<file path="src/rtl/single_port_sram_pkg.sv">
// Shared constants and elaboration-time checks for the single-port SRAM.
package single_port_sram_pkg;

    // Default geometry: 16 words of 8 bits behind a 4-bit address.
    localparam int DEF_ADDR_WIDTH = 4;
    localparam int DEF_WORD_DEPTH = 16;
    localparam int DEF_WORD_WIDTH = 8;

    // True when the word count is non-zero and fits the address space.
    function automatic bit depth_fits(input int aw, input int depth);
        longint unsigned span;
        span = longint'(1) << aw;
        return (depth >= 1) && (longint'(depth) <= span);
    endfunction

endpackage

</file>
<file path="src/rtl/single_port_sram.sv">
// Synchronous single-port RAM with write-first behaviour and a registered,
// asynchronously cleared read port. The array "mem" stays at this level so
// simulation can preload or dump it by hierarchical name.
module single_port_sram
    import single_port_sram_pkg::*;
#(
    parameter int ADDR_WIDTH = DEF_ADDR_WIDTH,
    parameter int WORD_DEPTH = DEF_WORD_DEPTH,
    parameter int WORD_WIDTH = DEF_WORD_WIDTH
) (
    input  logic                  clk,
    input  logic                  we,
    input  logic [ADDR_WIDTH-1:0] addr,
    input  logic [WORD_WIDTH-1:0] d_in,
    output logic [WORD_WIDTH-1:0] d_out,
    input  logic                  rst
);

    // Refuse to elaborate a depth the address bus cannot reach.
    generate
        if (!depth_fits(ADDR_WIDTH, WORD_DEPTH)) begin : g_bad_depth
            $error("single_port_sram: WORD_DEPTH must be 1..2**ADDR_WIDTH");
        end
    endgenerate

    // Storage; deliberately not reset so preloaded contents survive.
    logic [WORD_WIDTH-1:0] mem [0:WORD_DEPTH-1];

    logic                  in_range;
    logic [WORD_WIDTH-1:0] rd_next;

    // One spare bit lets the compare hold WORD_DEPTH == 2**ADDR_WIDTH.
    assign in_range = ({1'b0, addr} < (ADDR_WIDTH+1)'(WORD_DEPTH));

    // Write port: blocked while reset is high and for unmapped addresses.
    always_ff @(posedge clk) begin
        if (!rst && we && in_range) begin
            mem[addr] <= d_in;
        end
    end

    // Next read value: write-first on writes, zero for unmapped addresses.
    always_comb begin
        rd_next = '0;
        if (in_range) begin
            rd_next = we ? d_in : mem[addr];
        end
    end

    // Output register, cleared immediately on reset assertion.
    always_ff @(posedge clk or posedge rst) begin
        if (rst) begin
            d_out <= '0;
        end else begin
            d_out <= rd_next;
        end
    end

endmodule

</file>
<file path="config.mk">
export PLATFORM = sky130hd
export DESIGN_NAME = single_port_sram
export DESIGN_NICKNAME = d
export VERILOG_FILES = /design/src/rtl/single_port_sram_pkg.sv /design/src/rtl/single_port_sram.sv
export SDC_FILE = /design/constraint.sdc
export NUM_CORES = 1
export LEC_CHECK = 0
export ABC_AREA = 1
export CORE_ASPECT_RATIO = 1.75
export CORE_MARGIN = 4
export CORE_UTILIZATION = 52
export DETAILED_ROUTE_END_ITERATION = 8
export GPL_TIMING_DRIVEN = 0
export PLACE_DENSITY = 0.7
export SYNTH_ARGS = -nofsm -noshare
export SYNTH_HDL_FRONTEND = slang
export SYNTH_SLANG_ARGS = --single-unit
</file>
<file path="constraint.sdc">
create_clock -name clk -period 2.4 [get_ports clk]
set_clock_uncertainty 0.15 [all_clocks]
set_input_delay 0.48 -clock clk [delete_from_list [all_inputs] [get_ports clk]]
set_output_delay 0.48 -clock clk [all_outputs]
set_load 0.01 [all_outputs]
</file>
Word level (Yosys, flattened, before mapping)
Memory sizes are Yosys's and may differ from the RTL's.
Cells that the tools add are included.
{ "word_totals": {"reg_bits": 8, "ramBits": 128, "out_inout_bits": 8, "mem_count": 1} }
{ "op_classes": {"mux": 3, "reduce_logical": 2} }
{ "mem_list": {"columns": ["name", "depth", "width", "read_ports", "rd_ports_with_merged_regs", "write_ports", "line", "text"], "rows": [
  ["mem", 16, 8, 1, 0, 1, "single_port_sram.sv:27", "logic [WORD_WIDTH-1:0] mem [0:WORD_DEPTH-1];"]
]} }
{ "op_table": {"columns": ["operator", "n"], "rows": [
  ["8-bit two-way mux", 1],
  ["1-bit two-way mux", 2],
  ["1-bit logical AND", 1],
  ["1-bit zero test", 1]
]} }

Longest topological paths before layout
Gate-level depths: netlist (run 1).
{ "logic_depth": {"ltp_word": 4, "mapped_depth": 11, "depth_no_buf": 9} }

Least setup slack after synthesis (run 1)
OpenSTA, ideal clock, no wires.
{ "synth_path": {"path_kind": "in2reg", "startpoint": "in addr[1]", "endpoint": "mem mem[12][0] in the netlist's numbering (enable)", "t_arrival_ps": 1432, "required_ps": 1880, "setup_slack_ps": 447, "stages": 5, "cell_sequence": "buf_2 -> clkinv_1 -> buf_2 -> nand3_1 -> nor2_1"} }
{ "synth_rtl": {"columns": ["item", "line", "text"], "rows": [
  ["start, declared", "single_port_sram.sv:13", "input logic [ADDR_WIDTH-1:0] addr,"],
  ["end, declared", "single_port_sram.sv:27", null]
]} }
Straight into the memory's write port.

Worst setup path in the final report (run 1)
{ "layout_path": {"startpoint": "in we", "endpoint": "mem mem[12][5] in the netlist's numbering (enable)"} }
{ "layout_via": {"elab_chain_len": 3} }
{ "layout_lines": {"columns": ["item", "line", "text"], "rows": [
  ["start, declared", "single_port_sram.sv:12", "input logic we,"],
  ["1-bit logical AND", "single_port_sram.sv:37", "if (!rst && we && in_range) begin"],
  ["1-bit two-way mux", "single_port_sram.sv:37", null],
  ["1-bit two-way mux (implied by the code)", "single_port_sram.sv:38", "mem[addr] <= d_in;"]
]} }
Every way passes these cells.

==> metrics, run 1 <==
global placement routability congestion=1.01; Non-Filler Instances=715; ys async rst share=5.88%; GR Overflow Total=0; P_int=4.27 mW; Setup Buffers After CTS=0; Synth Instances=535; Critical Path Slowest Stage Cell=nor2_2; Area Overhead vs Synth=17.2%; drc violations=0; count leader, synth=nand2_1; crit-path leading delay family=simple AND/OR/NAND/NOR gates; Net Sw Frac=21.4%; placed cell area=0.00597 mm²; chip width=86.4 µm; final setup fails=0; port buffer count=21; Compound-Gate Fraction of Synth Area=0%; Flop pwr share=48.7%; Max Transition Viols Final=0; top cell type by total area after synthesis=edfxtp_1; largest net degree at the start of global routing=18; Max stage delay on crit path=490 ps; Iter 0 DRT Violations=296; fillers=840; Worst Path Max Fanout=8; share of cells above drive strength 1=10.2%; Ys Warns=0; CP Class=input pin to register; register area share after synthesis=72.2%; Mapped Area=0.00560 mm²; CP Buf/Inv Count=2; Synth Register Bits=136; Overall Power=5.44 mW; TritonCTS buffer count=17; H-tree levels=4; dpl cells=683; Core Util, Final=62.9%; CP Capture Type=register; Die ar.=0.0126 mm²; max cap viols=0; Post-synth EDFFs=128; Switch Pwr=1.16 mW; final hold violations=0; drt wl/cell=18.5 µm; Clk network pwr share=44.7%; setup TNS=0 ps; Most used DFF post-synth=edfxtp_1; GRT Overall Usage=22.4%; antenna violations before repair=0; most frequent cells after synthesis=307 x nand2_1, 128 x edfxtp_1, 43 x nor2_1; Logic pwr share=6.6%; Die Ht=145 µm; syn_nets=550; Synth top area share=68.7%; proportion of synthesized area in mux cells=0%; core outline area=0.0104 mm²; Netlist cell types=11; Req. time, crit path=2300 ps; largest family of logic cells by synthesized area=simple AND/OR/NAND/NOR gates; DRT Pass-1 Iters=5; Via density=5.44; CP Cell Sequence=clkdlybuf4s50_1, clkinv_1, nor2_1, nand3_1, nor2_2; Synth Area in Simple Gates=25.2%; CTS max path bufs=2; total wire length=13200 µm; total number of vias=3888; num ports=23; clk sinks=136; CTS root buffer=clkbuf_16; status=finished clean; XOR/XNOR share of the synthesized area=0%; Tightest Pin Transition=882 ps; post-route minimum period=2330 ps; Final period util=97.3%; vias in the first global route=3722; Layout Nets=590; RSZ-0062 raised after global routing=yes; Worst Hold Class=input pin to asynchronous set/reset pin; leakage=2.65 nW; CTS tree=built; clock-pin slew on the worst setup and hold paths=50 ps; CP Launch Type=input pin; Worst slew margin=41.0%; largest cells by area after synthesis=edfxtp_1 69%, nand2_1 21%, dfrtp_1 3.6%; Diodes inserted=0; first-pass GRT wire length=20400 µm; latest clock arrival within the worst-skew pair=420 ps; hpwl dp=8550 µm; total power divided by cell area=829 mW/mm²; highest clock rate=0.428 GHz; R2R setup slack=1070 ps; row count=49; Starting Density=53.7%; Post-DRT Antenna Nets=0; CP arrival=2240 ps; fin area=0.00656 mm²; Adder-Cell Fraction of Synth Area=0%; Synth Area per Inst=10.5 µm²; IR drop worst, VDD=0.000613 V
## worst paths after layout
check	startpoint	end	cells past startpoint
hold reg to reg	mem[15][5]$_DFFE_PP_	d_out[5]$_DFF_PP0_	6
min in group clk	mem[15][5]$_DFFE_PP_	d_out[5]$_DFF_PP0_	6
setup / recovery	we	mem[12][5]$_DFFE_PP_	5
setup reg to reg	mem[7][1]$_DFFE_PP_	d_out[1]$_DFF_PP0_	8
hold / removal	rst	d_out[2]$_DFF_PP0_	2
max in group asynchronous	rst	d_out[6]$_DFF_PP0_	2
## through the flow
stage,hold WS (ps),setup WS (ps)
floorplan,146,447
global placement,565,-471
detailed placement,554,-521
CTS,230,-62.9
global route,265,-14.7
finish,227,65.3
## cell usage in the layout, fill, tap and decap left out
master	n
nand2_1	307
dfrtp_1	8
nor2_2	17
buf_4	5
inv_1	6
edfxtp_1	128
buf_2	11
clkbuf_16	17
clkinvlp_4	2
clkinv_1	3
nor2_1	26
clkinv_2	3
bufinv_16	2
clkinv_4	1
inv_2	2
nand3_1	19
clkdlybuf4s50_1	21
clkbuf_1	10
## per-layer routing
layer	GRT usage [%]	vias up	share of wire, %
li1	-	1824	-
met1	26.9	1853	38
met2	36.5	162	50
met3	5.50	49	6.4
met4	12.3	0	5.0
met5	0	-	0
## cell families (layout without fill, tap and decap cells)
kind of cell | Yosys count | in the layout
buf+inv | 30 | 83
flops | 136 | 136
simple gates | 369 | 369
## power by group through the flow
stage / logic (mW) / clock network, mW / registers (mW)
3_3_place_gp: 0.338 / 0 / 2.69
6_report: 0.357 / 2.43 / 2.65
4_1_cts: 0.352 / 2.44 / 2.65
3_5_place_dp: 0.345 / 0 / 2.70
2_1_floorplan: 0.174 / 0 / 2.70
5_1_grt: 0.392 / 2.54 / 2.65
## sequential cells by signal (all words and copies together), names as in the netlist
| name | flops |
|---|---|
| mem | 128 |
| d_out | 8 |
## area by class of cell
type	count	area, µm²	area share (%)
Timing Repair Buffer	21	210	3.20
Inverter	11	41.3	0.629
Sequential cell	136	4040	61.6
Clock buffer	24	452	6.89
Clock inverter	8	98.8	1.51
Tap cell	127	159	2.42
Buffer	19	104	1.58
Multi-Input combinational cell	369	1450	22.1
## repair_timing
item                                    in CTS  in global routing
endpoints found under the setup margin     112                 56
gates resized for setup                      9                  8
hold buffers                                 0                  0
hold endpoints to repair                     0                  0
Note: power is estimated with default switching activity, not from simulation.
==> run 2: changes to the inputs <==
CTS_BUF_LIST = sky130_fd_sc_hd__clkbuf_16   (was not set)
==> metrics, run 2 (same netlist as run 1, synthesis figures left out) <==
crit-path leading delay family=simple AND/OR/NAND/NOR gates (unchanged); Crit. path cell count=5 (unchanged); CP Class=input pin to register (unchanged); r2r endpoint=d_out[1]$_DFF_PP0_ (unchanged); Switch Pwr=1.16 mW (about the same); hpwl dp=8550 µm (unchanged); Post-DRT Antenna Nets=0 (unchanged); Layout Nets=590 (unchanged); Tightest Pin Transition=868 ps (was 882 ps); total power divided by cell area=824 mW/mm² (was 829 mW/mm²); IR drop worst, VDD=0.000614 V (was 0.000613 V); chip width=86.4 µm (unchanged); core outline area=0.0104 mm² (unchanged); CTS tree=built (unchanged); TritonCTS buffer count=17 (unchanged); fillers=840 (unchanged); final hold violations=0 (unchanged); drc violations=0 (unchanged); drt wl/cell=18.4 µm (was 18.5 µm); first-pass GRT wire length=20400 µm (unchanged); largest net degree at the start of global routing=18 (unchanged); total number of vias=3899 (was 3888); met1 usage=26.9% (unchanged); total wire length=13200 µm (about the same); max cap viols=0 (unchanged); gr busiest metal=met2 (unchanged); commonest cells after routing, fill and taps aside=307 x nand2_1, 128 x edfxtp_1, 26 x nor2_1 (unchanged); Net Sw Frac=21.5% (was 21.4%); area of the multi-input gates=0.00145 mm² (unchanged); DRT Pass-1 Iters=5 (unchanged); Diodes inserted=0 (unchanged); global placement routability congestion=1.01 (unchanged); highest clock rate=0.428 GHz (about the same); post-route minimum period=2330 ps (about the same); crit path from=we (unchanged); port buffer count=21 (unchanged); CP arrival=2240 ps (about the same); Worst slew margin=41.9% (was 41.0%); latest clock arrival within the worst-skew pair=420 ps (about the same); Starting Density=53.7% (unchanged); CP Cell Sequence=clkdlybuf4s50_1, clkinv_1, nor2_1, nand3_1, nor2_2 (unchanged); CP Launch Type=input pin (unchanged); Critical Path End=mem[13][6]$_DFFE_PP_ (was mem[12][5]$_DFFE_PP_); worst r2r path cells=8 (unchanged); Critical Path Slowest Stage Cell=nor2_2 (unchanged); Setup Buffers After CTS=0 (unchanged); Clk network pwr share=44.4% (was 44.7%); RSZ-0062 raised after global routing=yes (unchanged); Largest Register=mem (unchanged); CP Capture Type=register (unchanged); CP Buf/Inv Count=2 (unchanged); reg2reg start=mem[7][1]$_DFFE_PP_ (unchanged); clk sinks=136 (unchanged); Die ar.=0.0126 mm² (unchanged); Final period util=97.3% (about the same); max reg flops=128 (unchanged); clock-pin slew on the worst setup and hold paths=50 ps (about the same); H-tree levels=4 (unchanged); Max Transition Viols Final=0 (unchanged); status=finished clean (unchanged); Register Area=0.00404 mm² (unchanged); hold slack=225 ps (was 227 ps); share of cells above drive strength 1=10.2% (unchanged); setup TNS=0 ps (unchanged); GRT Overall Usage=22.4% (unchanged); Die Ht=145 µm (unchanged); GR Overflow Total=0 (unchanged); num ports=23 (unchanged); GR Layer Usage met2=36.5% (unchanged); final setup fails=0 (unchanged); Req. time, crit path=2300 ps (about the same); R2R setup slack=1070 ps (about the same); vias in the first global route=3722 (unchanged); Worst Path Max Fanout=8 (unchanged); most common cell after layout, fill and taps aside=nand2_1 (unchanged); leakage=2.68 nW (was 2.65 nW); Logic pwr share=6.6% (about the same); M3 GR Usage=5.50% (unchanged); largest registers=mem (128), d_out (8) (unchanged); row count=49 (unchanged); Flop pwr share=49.0% (was 48.7%); hold_buf cts=0 (unchanged); Iter 0 DRT Violations=304 (was 296); CTS root buffer=clkbuf_16 (unchanged); Max stage delay on crit path=490 ps (about the same); Worst Hold Class=input pin to asynchronous set/reset pin (unchanged); Area Overhead vs Synth=17.2% (unchanged); P_int=4.24 mW (was 4.27 mW); Core Util, Final=62.9% (unchanged); CTS max path bufs=2 (unchanged); Via density=5.45 (was 5.44); antenna violations before repair=0 (unchanged)
-- run 2: cell count changes in the layout (fill, tap and decap cells not counted), sizes merged --
cell,delta
clkbuf,-7
inv,+7
-- run 2: worst min path at each step --
stage / end / slack [ps] / from
global route: d_out[2]$_DFF_PP0_ / 270 / rst
CTS: d_out[5]$_DFF_PP0_ / 230 / rst
floorplan: d_out[0]$_DFF_PP0_ / 150 / rst
global placement: d_out[6]$_DFF_PP0_ / 560 / mem[11][6]$_DFFE_PP_
finish: d_out[2]$_DFF_PP0_ / 220 / rst
detailed placement: d_out[6]$_DFF_PP0_ / 550 / mem[11][6]$_DFFE_PP_
-- run 2: power groups by stage --
stage / combinational [mW] / sequential (mW) / clock [mW]
after floorplan: 0.174 / 2.70 / 0
after global placement: 0.338 / 2.69 / 0
after detailed placement: 0.345 / 2.70 / 0
after CTS: 0.352 / 2.65 / 2.41
after global routing: 0.392 / 2.65 / 2.51
final: 0.357 / 2.65 / 2.40
-- run 2: cell type report --
type | instances | area share (%)
multi-input combinational | 369 | 22.1
buffer | 19 | 1.58
sequential | 136 | 61.6
tap | 127 | 2.42
inverter | 11 | 0.629
clock buffer | 17 | 6.48
timing repair buffer | 21 | 3.20
clock inverter | 15 | 1.91
-- run 2: worst reg2reg max path, cell delays in order (launching register included) --
cell	delay (ps)
edfxtp_1	370
nand2_1	80
nand2_1	50
nand2_1	70
nand2_1	110
nand2_1	90
nand3_1	80
nor2_1	130
nor2_1	80
-- run 2: repair_timing --
action                                  in CTS  in global routing
endpoints found under the setup margin     112                 56
resized for setup                            9                  8
endpoints found under the hold margin        0                  0
-- run 2: stage by stage --
stage          instances  power (mW)  area, µm²  setup slack (ps)
2_1_floorplan        535        2.88       5600               447
6_report             715        5.41       6560              65.6
3_5_place_dp         683        3.04       5970              -521
4_1_cts              715        5.41       6540             -62.9
3_3_place_gp         683        3.03       5970              -471
5_1_grt              715        5.55       6560             -14.6
-- run 2: routing by layer --
layer	wire (µm)	share of wire, %
met2	6600	50
met1	5090	39
met5	0	0
met4	670	5.1
met3	814	6.2
